--- src/rtl/gap_pkg.sv ---
// rtl/gap_pkg.sv - shared types and helpers for the global average pooling stage
package gap_pkg;

    typedef enum logic [2:0] {
        ST_IDLE,
        ST_READ,
        ST_DRAIN,
        ST_SCALE,
        ST_WRITE,
        ST_FIN
    } state_t;

    // Accumulator width that cannot wrap when summing pix full-scale signed elements
    function automatic int acc_width(input int data_width, input int pix);
        return data_width + $clog2(pix) + 1;
    endfunction

    // Clamp a signed value into the range of a width-bit signed number
    function automatic logic signed [63:0] sat_s(input logic signed [63:0] value, input int width);
        logic signed [63:0] hi;
        logic signed [63:0] lo;
        hi = (64'sd1 <<< (width - 1)) - 64'sd1;
        lo = -(64'sd1 <<< (width - 1));
        if (value > hi) begin
            return hi;
        end
        if (value < lo) begin
            return lo;
        end
        return value;
    endfunction

endpackage

--- src/rtl/gap_scale_sat.sv ---
// rtl/gap_scale_sat.sv - reciprocal multiply, round-half-up and saturate of a channel sum
module gap_scale_sat #(
    parameter int ACC_W       = 15,
    parameter int DATA_WIDTH  = 8,
    parameter int RECIP_MULT  = 1170,
    parameter int RECIP_SHIFT = 16
) (
    input  logic signed [ACC_W-1:0]      i_acc,
    output logic signed [DATA_WIDTH-1:0] o_data
);
    import gap_pkg::*;

    // One extra bit keeps the unsigned multiplier positive inside a signed product
    localparam int PROD_W = ACC_W + $clog2(RECIP_MULT + 1) + 1;
    localparam logic signed [PROD_W-1:0] HALF = PROD_W'(1) <<< (RECIP_SHIFT - 1);

    logic signed [PROD_W-1:0] w_acc_ext;
    logic signed [PROD_W-1:0] w_mult;
    logic signed [PROD_W-1:0] w_prod;
    logic signed [PROD_W-1:0] w_rnd;
    logic signed [PROD_W-1:0] w_shift;

    assign w_acc_ext = PROD_W'(i_acc);
    assign w_mult    = PROD_W'(RECIP_MULT);
    assign w_prod    = w_acc_ext * w_mult;
    assign w_rnd     = w_prod + HALF;
    // Arithmetic shift floors toward minus infinity, so negative averages round half-up too
    assign w_shift   = w_rnd >>> RECIP_SHIFT;
    assign o_data    = DATA_WIDTH'(sat_s(64'(w_shift), DATA_WIDTH));

endmodule

--- src/rtl/global_avg_pool.sv ---
// rtl/global_avg_pool.sv - per-channel global average pooling from fmap BRAM into pooled-vector BRAM
module global_avg_pool #(
    parameter int CHANNELS    = 128,
    parameter int HEIGHT      = 7,
    parameter int WIDTH       = 8,
    parameter int DATA_WIDTH  = 8,
    parameter int RELU_EN     = 1,
    parameter int RECIP_MULT  = 1170,
    parameter int RECIP_SHIFT = 16
) (
    input  logic                                       clk,
    input  logic                                       rst_n,
    input  logic                                       start,
    output logic                                       busy,
    output logic                                       done,
    output logic [$clog2(CHANNELS*HEIGHT*WIDTH)-1:0]   fmap_addr,
    input  logic signed [DATA_WIDTH-1:0]               fmap_data,
    output logic [$clog2(CHANNELS)-1:0]                pool_addr,
    output logic signed [DATA_WIDTH-1:0]               pool_data,
    output logic                                       pool_we
);
    import gap_pkg::*;

    localparam int PIX   = HEIGHT * WIDTH;
    localparam int ACC_W = acc_width(DATA_WIDTH, PIX);
    localparam int AW    = $clog2(CHANNELS * PIX);
    localparam int CW    = $clog2(CHANNELS);
    localparam int PW    = $clog2(PIX);

    state_t                         r_state;
    state_t                         w_next;
    logic [CW-1:0]                  r_ch;
    logic [PW-1:0]                  r_pix;
    logic signed [ACC_W-1:0]        r_acc;
    logic [AW-1:0]                  r_fmap_addr;
    logic [CW-1:0]                  r_pool_addr;
    logic signed [DATA_WIDTH-1:0]   r_pool_data;
    logic signed [ACC_W-1:0]        w_elem;
    logic signed [DATA_WIDTH-1:0]   w_scaled;
    logic                           w_last_pix;
    logic                           w_last_ch;

    assign w_last_pix = (r_pix == PW'(PIX - 1));
    assign w_last_ch  = (r_ch == CW'(CHANNELS - 1));
    assign w_elem     = (RELU_EN != 0 && fmap_data[DATA_WIDTH-1]) ? '0 : ACC_W'(fmap_data);

    assign fmap_addr  = r_fmap_addr;
    assign pool_addr  = r_pool_addr;
    assign pool_data  = r_pool_data;

    gap_scale_sat #(
        .ACC_W       (ACC_W),
        .DATA_WIDTH  (DATA_WIDTH),
        .RECIP_MULT  (RECIP_MULT),
        .RECIP_SHIFT (RECIP_SHIFT)
    ) u_scale_sat (
        .i_acc  (r_acc),
        .o_data (w_scaled)
    );

    // State register
    always_ff @(posedge clk or negedge rst_n) begin
        if (!rst_n) begin
            r_state <= ST_IDLE;
        end else begin
            r_state <= w_next;
        end
    end

    // Next-state and strobe decode; busy is already low in the done cycle
    always_comb begin
        w_next  = r_state;
        busy    = 1'b0;
        done    = 1'b0;
        pool_we = 1'b0;
        case (r_state)
            ST_IDLE: begin
                if (start) begin
                    w_next = ST_READ;
                end
            end
            ST_READ: begin
                busy = 1'b1;
                if (w_last_pix) begin
                    w_next = ST_DRAIN;
                end
            end
            ST_DRAIN: begin
                busy   = 1'b1;
                w_next = ST_SCALE;
            end
            ST_SCALE: begin
                busy   = 1'b1;
                w_next = ST_WRITE;
            end
            ST_WRITE: begin
                busy    = 1'b1;
                pool_we = 1'b1;
                w_next  = w_last_ch ? ST_FIN : ST_READ;
            end
            ST_FIN: begin
                done   = 1'b1;
                w_next = ST_IDLE;
            end
            default: begin
                w_next = ST_IDLE;
            end
        endcase
    end

    // Datapath: address generation, accumulation and result registers.
    // The fmap is channel-major and contiguous, so the next address is always the last one plus one.
    always_ff @(posedge clk or negedge rst_n) begin
        if (!rst_n) begin
            r_ch        <= '0;
            r_pix       <= '0;
            r_acc       <= '0;
            r_fmap_addr <= '0;
            r_pool_addr <= '0;
            r_pool_data <= '0;
        end else begin
            case (r_state)
                ST_IDLE: begin
                    if (start) begin
                        r_ch        <= '0;
                        r_pix       <= '0;
                        r_acc       <= '0;
                        r_fmap_addr <= '0;
                    end
                end
                ST_READ: begin
                    // Data for pixel r_pix-1 is on the bus; nothing is pending in the first read cycle
                    if (r_pix != '0) begin
                        r_acc <= r_acc + w_elem;
                    end
                    if (!w_last_pix) begin
                        r_pix       <= r_pix + PW'(1);
                        r_fmap_addr <= r_fmap_addr + AW'(1);
                    end
                end
                ST_DRAIN: begin
                    r_acc <= r_acc + w_elem;
                end
                ST_SCALE: begin
                    r_pool_data <= w_scaled;
                    r_pool_addr <= r_ch;
                end
                ST_WRITE: begin
                    r_acc <= '0;
                    if (!w_last_ch) begin
                        r_ch        <= r_ch + CW'(1);
                        r_pix       <= '0;
                        r_fmap_addr <= r_fmap_addr + AW'(1);
                    end
                end
                default: begin
                end
            endcase
        end
    end

endmodule

--- config.mk ---
export PLATFORM = sky130hd
export DESIGN_NAME = global_avg_pool
export DESIGN_NICKNAME = d
export VERILOG_FILES = /design/src/rtl/gap_pkg.sv /design/src/rtl/gap_scale_sat.sv /design/src/rtl/global_avg_pool.sv
export SDC_FILE = /design/constraint.sdc
export NUM_CORES = 1
export LEC_CHECK = 0
export ABC_AREA = 1
export CAP_MARGIN = 5
export CELL_PAD_IN_SITES_DETAIL_PLACEMENT = 1
export CELL_PAD_IN_SITES_GLOBAL_PLACEMENT = 1
export CORE_UTILIZATION = 25
export CTS_BUF_LIST = sky130_fd_sc_hd__clkbuf_4
export CTS_CLUSTER_DIAMETER = 150
export CTS_CLUSTER_SIZE = 14
export DETAILED_ROUTE_END_ITERATION = 12
export PLACE_DENSITY_LB_ADDON = 0.1
export SLEW_MARGIN = 20
export SYNTH_ARGS = -nofsm -noshare
export SYNTH_HDL_FRONTEND = slang
export SYNTH_HIERARCHICAL = 1
export SYNTH_SLANG_ARGS = --single-unit
--- constraint.sdc ---
create_clock -name clk -period 5.1 [get_ports clk]
set_clock_uncertainty 0.05 [all_clocks]
set_input_delay 1.275 -clock clk [delete_from_list [all_inputs] [get_ports clk]]
set_output_delay 1.275 -clock clk [all_outputs]
set_load 0.005 [all_outputs]
==> results.yml <==
critical_path:
  timing.critical_path.from: "r_acc[5]"
  crit-reg2reg-launch: "r_acc[5]"
  crit_path_start_kind: "register"
  path_max_fanout: 7
  crit_cells: 22
  capture_instance_of_the_worst_register_to_register_path: "pool_data[0]"
  critPathTopFamily: "adder cells"
  worst_ep_required_time_ns: 5.38
  worst_setup_path_endpoint: "pool_data[0]"
  worst-endpoint-arrival_ns: 4.96
  critical_path.cell_chain: "ha_1 -> inv_1 -> fa_1 -> inv_1 -> fa_1 -> ha_1 -> ha_1 -> nand2_2 -> nor2_2 -> nand3_1 -> nand3_2 -> nand2_1 -> nand2_2 -> ha_2 -> nand3_2 -> nor2_4 -> nand3_1 -> nand2_1 -> inv_1 -> o21ai_4 -> nand2_1 -> mux2_2"
  critPathKind: "reg -> reg"
  timing.critical_path.to_type: "register"
  cpPeakStageDelay_ns: 0.49
  regToRegSetupSlack_ns: 0.43
  timing.reg2reg.worst_path_depth: 22
  critical_path_buf_inv_count: 3
  critical_path.slowest_cell: "fa_1"
sta:
  achievable-frequency_ghz: 0.214
  grt_setup_unrepaired: "no"
  final.min_clock_period_ns: 4.67
  post-route-worst-setup-slack_ns: 0.427
  setup_total_negative_slack_ns: 0
  report.final.slew_viol_count: 0
  finalSetupViolCount: 0
  part_of_the_cycle_the_worst_path_needs: 0.916
  hold_viol_final: 0
  worst_pin_slew_ns: 0.847
  slew_headroom: 0.435
synthesis:
  top_cells_by_area_synth: "dfrtp_1 (23%), nand2_1 (16%), ha_1 (14%), inv_1 (8.0%), fa_1 (5.6%)"
  synth-edff-count: 0
  syn_nets: 1016
  postSynthAreaPerCell_sq_um: 7.05
  synth-async-reset-ratio: 1.00
  synth_top_cell_by_area: "dfrtp_1"
  synth.distinct_cells: 40
  primary_flip_flop_cell_chosen_by_synthesis_mapping: "dfrtp_1"
  ys_warn_count: 6
  synthesis.area_sq_um: 6440
  post-synth-top-count-cell: "nand2_1"
  synth_top_cell_area_share: 0.229
  ys_ff_latch: 59
  gate_count_after_technology_mapping: 913
  seq_area_frac_synth: 0.229
  synthTopCellsByCount: "nand2_1 (267), inv_1 (138), ha_1 (74)"
detailed_routing:
  first_pass_iters: 4
  detail-route-antenna-nets: 0
  drt-vias-per-instance: 4.41
  initialDrtViolationCount: 122
  route.vias.total: 5743
  postRouteWirelength_mm: 18.0
  drc_violations: 0
  routedWlPerCell_um: 13.8
cells_and_area:
  drive_gt1_frac: 0.113
  nets: 1068
  area_growth_syn_to_layout_pct: 15.2
clock_tree:
  clock_latency_ns: 0.43
  tritoncts: "done"
  cts-root-to-sink-buffers: 2
  path_clk_slew_ns: 0.13
  htree_levels: 3
  cts_root_buf: "clkbuf_4"
  clkSinkCount: 59
  cts_hold_repair.buffers: 0
  cts_inserted_buffers: 9
floorplanning:
  initial_core_util: 0.255
  design.portCount: 42
  die-area_sq_um: 26400
  row_count: 58
  floorplan.core_area_sq_um: 25300
  die_height_um: 162
  floorplan.die.width_um: 162
job:
  cap_viol_max_count: 0
min_path:
  hold_path_depth: 2
  hold_class: "reg -> reg"
global_routing:
  grt_max_degree: 60
  grt_pass1_wl_mm: 31.2
  grt_overflow: 0
  grt_pass1_vias: 6238
  global_route.usage.total: 0.148
  antenna_found_initial: 1
placement:
  globalplace.congestion: 0.762
  placement_stage_worst_setup_slack_ns: 0.351
  input_output_buffers: 41
  dpl.hpwl_mm: 14.9
status:
  run_status: "completed"
-- worst min-delay path, cell delays in order, from the launching register on --
cell     delay, ns
dfrtp_1       0.36
nand2_1       0.05
o21ai_0       0.06
-- metal layers --
metal	global-route usage	routed length, um	share of wire	vias to the layer above
met5	0	0	0	-
met4	0.0309	125	0.0070	0
met3	0.0191	226	0.013	6
met2	0.254	8580	0.48	22
met1	0.198	9040	0.50	2713
li1	-	-	-	3002
-- logic make-up after synthesis --
family | synth area share
buf+inv | 0.0949
xor+xnor | 0.0461
compound gates | 0.0756
fa+ha+maj | 0.200
flops | 0.229
mux | 0.0140
simple gates | 0.340
-- final cells by class --
class | count | area [sq um]
multi-input cells | 695 | 4350
diodes | 1 | 2.50
clock buffers | 9 | 67.6
fillers | 3144 | 17800
repair buffers | 49 | 465
well taps | 330 | 413
flip-flops and latches | 59 | 1480
inverters | 151 | 567
clock inverters | 7 | 68.8
-- timing repair --
| item | CTS | global route |
|---|---|---|
| setup endpoints to repair | 0 | 5 |
| setup buffers | 0 | 0 |
| gates resized for setup | 0 | 1 |
-- placed cells by master, fill, tap and decap left out, types with 5 or more instances in the layout --
cell,count
xnor2_1,17
a21oi_1,23
nor2_1,60
nand2_1,267
xor2_1,15
ha_1,73
fa_1,18
o21ai_0,41
clkdlybuf4s50_1,40
buf_4,8
inv_2,13
nand4_1,17
dfrtp_1,59
nand3_1,64
mux2_2,8
nor2_4,6
nand2_2,26
inv_1,138
clkbuf_4,9
nor3_1,11
nand2_4,5
nor2_2,8
-- metrics by stage --
| stage | cell area [sq um] | util | hold slack (ns) | std cells |
|---|---|---|---|---|
| final | 7410 | 0.294 | 0.447 | 1301 |
| after global routing | 7410 | 0.294 | 0.491 | 1301 |
| after CTS | 7410 | 0.293 | 0.456 | 1300 |
| after detailed placement | 7270 | 0.288 | 0.423 | 1284 |
| after global placement | 7270 | 0.288 | 0.418 | 1284 |
| after floorplan | 6440 | - | 0.426 | 913 |
-- worst min path at each step --
| stage | from | endpoint | slack, ns |
|---|---|---|---|
| global route | pool_data[5] | pool_data[5] | 0.49 |
| detailed placement | pool_addr[6] | pool_addr[6] | 0.42 |
| global placement | pool_addr[4] | pool_addr[4] | 0.42 |
| floorplan | pool_addr[0] | pool_addr[0] | 0.43 |
| finish | pool_addr[6] | pool_addr[6] | 0.45 |
| CTS | pool_addr[6] | pool_addr[6] | 0.46 |
-- state kept, by name, summed over array words and instances, names as in the netlist --
signal     cells
r_pix          6
pool_addr      7
fmap_addr     13
r_ch           7
r_acc         15
pool_data      8
r_state        3
Power is left out: the tool's default activity adds up to more than one toggle a clock period on the data nets, which glitch-free logic cannot reach.
